<file path="src/rtl/pwm_pkg.sv">
// Shared definitions for the PWM output stage: counter widths, the full-duty code
// and the per-pin output selection rule.
package pwm_pkg;

  localparam int PWM_BITS = 8;
  localparam logic [PWM_BITS-1:0] DUTY_FULL = 8'hFF;
  localparam logic [PWM_BITS-1:0] CNT_LAST = 8'hFF;
  localparam int NUM_OUT = 16;

  typedef enum logic [1:0] {
    PIN_OFF  = 2'd0,
    PIN_HIGH = 2'd1,
    PIN_PWM  = 2'd2
  } pin_mode_e;

  // The enable bit gates everything; the PWM bit picks between static high and the shared waveform.
  function automatic logic pin_next(input logic en_out, input logic en_pwm, input logic level);
    pin_mode_e mode;
    logic      value;
    value = 1'b0;
    if (!en_out) begin
      mode = PIN_OFF;
    end else if (en_pwm) begin
      mode = PIN_PWM;
    end else begin
      mode = PIN_HIGH;
    end
    case (mode)
      PIN_OFF:  value = 1'b0;
      PIN_HIGH: value = 1'b1;
      PIN_PWM:  value = level;
      default:  value = 1'b0;
    endcase
    return value;
  endfunction

endpackage

</file>
<file path="src/rtl/pwm_output_stage_if.sv">
// Control register bundle from the SPI register file into the PWM output stage.
interface pwm_output_stage_if;

  logic [7:0] en_reg_out_7_0;
  logic [7:0] en_reg_out_15_8;
  logic [7:0] en_reg_pwm_7_0;
  logic [7:0] en_reg_pwm_15_8;
  logic [7:0] pwm_duty_cycle;

  // The register file owns these values; the output stage only reads them.
  modport master (
    output en_reg_out_7_0,
    output en_reg_out_15_8,
    output en_reg_pwm_7_0,
    output en_reg_pwm_15_8,
    output pwm_duty_cycle
  );

  modport slave (
    input en_reg_out_7_0,
    input en_reg_out_15_8,
    input en_reg_pwm_7_0,
    input en_reg_pwm_15_8,
    input pwm_duty_cycle
  );

endinterface

</file>
<file path="src/rtl/pwm_prescaler.sv">
// Free-running divider: emits a one-clk tick every PRESCALE clocks to step the PWM counter.
module pwm_prescaler #(
  parameter int PRESCALE = 13
) (
  input  logic clk,
  input  logic rst_n,
  output logic tick
);

  // A 1-bit counter is kept even for PRESCALE=1 so the logic stays uniform; it then never leaves 0.
  localparam int CW = (PRESCALE > 1) ? $clog2(PRESCALE) : 1;
  localparam logic [CW-1:0] LAST = CW'(PRESCALE - 1);

  logic [CW-1:0] count;

  assign tick = (count == LAST);

  always_ff @(posedge clk) begin
    if (!rst_n) begin
      count <= '0;
    end else if (tick) begin
      count <= '0;
    end else begin
      count <= count + CW'(1);
    end
  end

endmodule

</file>
<file path="src/rtl/pwm_output_stage.sv">
// Drives the 16 user pins from the SPI control registers: off, static high, or PWM
// at a shared, period-boundary double-buffered duty cycle.
module pwm_output_stage
  import pwm_pkg::*;
#(
  parameter int PRESCALE = 13
) (
  input  logic                clk,
  input  logic                rst_n,
  pwm_output_stage_if.slave   regs,
  output logic [NUM_OUT-1:0]  out,
  output logic                period_start
);

  logic                tick;
  logic                boundary;
  logic                pwm_level;
  logic [PWM_BITS-1:0] cnt;
  logic [PWM_BITS-1:0] duty_shadow;
  logic [NUM_OUT-1:0]  en_out;
  logic [NUM_OUT-1:0]  en_pwm;
  logic [NUM_OUT-1:0]  out_next;

  pwm_prescaler #(
    .PRESCALE (PRESCALE)
  ) u_prescaler (
    .clk   (clk),
    .rst_n (rst_n),
    .tick  (tick)
  );

  assign en_out   = {regs.en_reg_out_15_8, regs.en_reg_out_7_0};
  assign en_pwm   = {regs.en_reg_pwm_15_8, regs.en_reg_pwm_7_0};
  assign boundary = tick && (cnt == CNT_LAST);

  // Full-scale duty is special-cased so 0xFF gives a solid high with no one-step gap at the wrap.
  always_comb begin
    pwm_level = 1'b0;
    out_next  = '0;
    pwm_level = (duty_shadow == DUTY_FULL) || (cnt < duty_shadow);
    for (int i = 0; i < NUM_OUT; i++) begin
      out_next[i] = pin_next(en_out[i], en_pwm[i], pwm_level);
    end
  end

  // Duty is captured only on the wrap edge, so a period always runs with a single compare value.
  always_ff @(posedge clk) begin
    if (!rst_n) begin
      cnt          <= '0;
      duty_shadow  <= '0;
      period_start <= 1'b0;
      out          <= '0;
    end else begin
      if (tick) begin
        cnt <= cnt + PWM_BITS'(1);
      end
      if (boundary) begin
        duty_shadow <= regs.pwm_duty_cycle;
      end
      period_start <= boundary;
      out          <= out_next;
    end
  end

endmodule

</file>
<file path="src/flat_wrapper.sv">
// flat-port wrapper written by rule: the top's interface ports become plain ports
module pwm_output_stage_flat import pwm_pkg::*;
#(
  parameter int PRESCALE = 13
)
  (clk, rst_n, out, period_start, regs_en_reg_out_7_0, regs_en_reg_out_15_8, regs_en_reg_pwm_7_0, regs_en_reg_pwm_15_8, regs_pwm_duty_cycle);
  pwm_output_stage_if regs_i ();
  input  logic clk;
  input  logic rst_n;
  output logic [NUM_OUT-1:0] out;
  output logic period_start;
  input wire logic [$bits(regs_i.en_reg_out_7_0)-1:0] regs_en_reg_out_7_0;
  input wire logic [$bits(regs_i.en_reg_out_15_8)-1:0] regs_en_reg_out_15_8;
  input wire logic [$bits(regs_i.en_reg_pwm_7_0)-1:0] regs_en_reg_pwm_7_0;
  input wire logic [$bits(regs_i.en_reg_pwm_15_8)-1:0] regs_en_reg_pwm_15_8;
  input wire logic [$bits(regs_i.pwm_duty_cycle)-1:0] regs_pwm_duty_cycle;
  assign regs_i.en_reg_out_7_0 = regs_en_reg_out_7_0;
  assign regs_i.en_reg_out_15_8 = regs_en_reg_out_15_8;
  assign regs_i.en_reg_pwm_7_0 = regs_en_reg_pwm_7_0;
  assign regs_i.en_reg_pwm_15_8 = regs_en_reg_pwm_15_8;
  assign regs_i.pwm_duty_cycle = regs_pwm_duty_cycle;
  pwm_output_stage #(.PRESCALE(PRESCALE)) u_core (.clk(clk), .rst_n(rst_n), .regs(regs_i), .out(out), .period_start(period_start));
endmodule
</file>
<file path="config.mk">
export PLATFORM = sky130hd
export DESIGN_NAME = pwm_output_stage_flat
export DESIGN_NICKNAME = d
export VERILOG_FILES = /design/src/rtl/pwm_pkg.sv /design/src/rtl/pwm_output_stage_if.sv /design/src/rtl/pwm_prescaler.sv /design/src/rtl/pwm_output_stage.sv /design/src/flat_wrapper.sv
export SDC_FILE = /design/constraint.sdc
export NUM_CORES = 1
export LEC_CHECK = 0
export BUFFER_PORTS_ARGS = -buffer_cell sky130_fd_sc_hd__buf_2
export CAP_MARGIN = 20
export CELL_PAD_IN_SITES_DETAIL_PLACEMENT = 1
export CELL_PAD_IN_SITES_GLOBAL_PLACEMENT = 1
export CORE_ASPECT_RATIO = 2
export CORE_MARGIN = 2
export CORE_UTILIZATION = 39
export DETAILED_ROUTE_END_ITERATION = 8
export GPL_TIMING_DRIVEN = 1
export PLACE_DENSITY_LB_ADDON = 0.15
export REMOVE_ABC_BUFFERS = 1
export SYNTH_ARGS = -nofsm -noshare
export SYNTH_HDL_FRONTEND = slang
export SYNTH_HIERARCHICAL = 1
export SYNTH_SLANG_ARGS = --single-unit
</file>
<file path="constraint.sdc">
create_clock -name clk -period 3.06 [get_ports clk]
set_input_delay 0.153 -clock clk [delete_from_list [all_inputs] [get_ports clk]]
set_output_delay 0.153 -clock clk [all_outputs]
set_load 0.01 [all_outputs]
</file>
==> flow_summary.ini <==
[run_status]
status = finished clean

[routing]
wl_met1_microns = 1310
met2_length_microns = 2300
topRoutingLayerUsed = met4
route.vias.total = 1366
firstDrtPassIters = 4
post_drt_wl_per_cell_microns = 13.9
finalWirelength_microns = 3860
drc = 0
routed_via_density = 4.93
met3_length_microns = 180
detail-route-antenna-nets = 0
first_iter_violations = 16

[clocking]
cts_hold_buffers = 0
cts_tree = done
clk_latency_ns = 0.28
root_buffer = clkbuf_8
cts_made_buffers = 5
cts_resized = 0
cts.sinks = 37
clkTransAtPathRegs_ns = 0.07
clk_path_buf_depth = 2
h-tree-depth = 2
cts_setup_buffers = 0

[floorplanning]
chipWidth_microns = 49.7
fp.coreArea_sq_um = 4050
std_cell_rows = 33
start_util = 0.403
dieArea_sq_um = 4740
die_h_microns = 95.4
io_pins = 59

[pwr]
leakagePower_nw = 0.888
ir_drop_mv = 0.373
power.density_nw_per_um2 = 436
total_power_mw = 0.892

[logic_synthesis]
synth_area_sq_um = 1630
yosys_most_used_dff = dfxtp_1
synth_most_common_cell = dfxtp_1
synth_commonest_cells = dfxtp_1 (37), nand2_1 (20)
yosysWarnings = 6
synth_top_area_cell = dfxtp_1
synth_edf_count = 0
netlist.area_leader.share = 0.455
synthCells = 164
syn_avg_cell_area_sq_um = 9.93
ys_seq_area_frac = 0.455
async_flop_share = 0
synth_cell_types = 34
ys_seq_elements = 37
synthTopCellsByArea = dfxtp_1 (45%), ha_1 (7.7%), mux2i_1 (6.1%)

[hold_path]
hold_start = regs_en_reg_pwm_7_0[4]
min_path_type = in2reg
holdPathStages = 2
min_to = u_core/out[4]$_SDFF_PN0_

[sta]
clock_skew_ns = 0.00676
rsz0062_at_grt = false
finalCritPeriodShare = 0.696
fmax_mhz = 470
finalCriticalPeriod_ns = 2.13
relSlewSlack = 0.419
fin_setup_tns_ns = 0
slew_violations = 0
hold_viol_final = 0
setup_viol = 0
worst_pin_slew_ns = 0.872
timing.hold.ws_ns = 0.0281

[setup_path]
crit_path_start_kind = flip-flop
endpoint_kind = flip-flop
cp.arrival_ns = 2.27
ff2ff_setup_slack_ns = 0.93
rr_worst_depth = 6
rr_startpoint = u_core/duty_shadow[7]$_SDFFE_PN0P_
reg2reg_to = u_core/out[13]$_SDFF_PN0_
cp_max_fo = 16
critPathKind = reg2reg
startpoint = u_core/duty_shadow[7]$_SDFFE_PN0P_
required_ns = 3.20

[global_routing]
grt_max_degree = 38
antenna_found_initial = 0
track_usage = 0.174
grt_pass1_vias = 1471
overflow = 0
grt_pass1_wl_microns = 6220

[final_layout]
final_util = 0.506
area_delta_synth_final_pct = 25.6
n_antenna_cell = 0
final_net_count = 277
stdcell_count = 277
drive_gt1_frac = 0.356

[placement]
numPortBuffers = 58
dp.cells = 270
place_congestion = 0.706
hpwl_microns = 3130

[job]
cap_viol_max_count = 0
layer usage:
layer	up-vias	track usage
li1	676	-
met1	644	0.162
met2	41	0.339
met3	5	0.0423
met4	0	0.0880
met5	-	0
kinds of logic after synthesis:
logic type,after synthesis,share of synthesized area
AO/OA/AOI/OAI,31,0.157
XOR/XNOR,5,0.0269
AND/OR/NAND/NOR,54,0.177
multiplexers,10,0.0614
flip-flops,37,0.455
adder cells (fa/ha/maj),10,0.0768
buffers and inverters,17,0.0468
per-stage QoR:
step | cell area [sq um] | setup WS [ns]
detailed placement | 1960 | 0.869
global route | 2050 | 0.752
finish | 2050 | 0.930
CTS | 2050 | 0.862
floorplan | 1590 | 0.799
global placement | 1960 | 1.04
worst max path at each step:
stage,endpoint,slack [ns],depth (start not counted)
2_1_floorplan,u_core/duty_shadow[0]$_SDFFE_PN0P_,0.80,8
3_3_place_gp,u_core/out[13]$_SDFF_PN0_,1.04,6
3_5_place_dp,u_core/out[13]$_SDFF_PN0_,0.87,6
4_1_cts,u_core/out[13]$_SDFF_PN0_,0.86,6
5_1_grt,u_core/out[13]$_SDFF_PN0_,0.75,6
6_report,u_core/out[13]$_SDFF_PN0_,0.93,6
layout by cell type, fill, tap and decap left out, types with 3 or more instances in the layout:
cell / count
clkbuf_8: 5
nand3_1: 3
a21oi_2: 10
nor2b_1: 10
and2_1: 6
inv_1: 10
buf_2: 58
ha_1: 10
nand2_1: 20
o21ai_0: 3
a21oi_1: 9
nand4_1: 4
dfxtp_1: 37
xnor2_1: 3
mux2i_1: 10
worst max-delay path: stages (launching register included):
cell     delay (ns)
dfxtp_1        0.36
inv_1          0.06
ha_1           0.31
and4_1         0.18
o21ai_1        0.09
o32ai_4        0.79
a21oi_1        0.18
where the power goes:
group          leakage, nW  total [mW]  switching [mW]  internal, mW
logic                0.545      0.0705          0.0337        0.0368
registers            0.301       0.498         0.00495         0.493
clock network       0.0412       0.323           0.165         0.158
total                0.888       0.892           0.204         0.688
cell type report:
class | instances | area [sq um]
fillers | 528 | 2000
multi-input cells | 110 | 812
flip-flops and latches | 37 | 741
repair buffers | 60 | 305
clock buffers | 6 | 72.6
well taps | 52 | 65.1
inverters | 11 | 41.3
clock inverters | 1 | 8.76
state kept, by name, summed over array words and instances (netlist names):
register	cells
u_core/u_prescaler/count	4
u_core/duty_shadow	8
u_core/cnt	8
u_core/period_start	1
u_core/out	16
No activity file was read; power rests on OpenSTA's default activity.
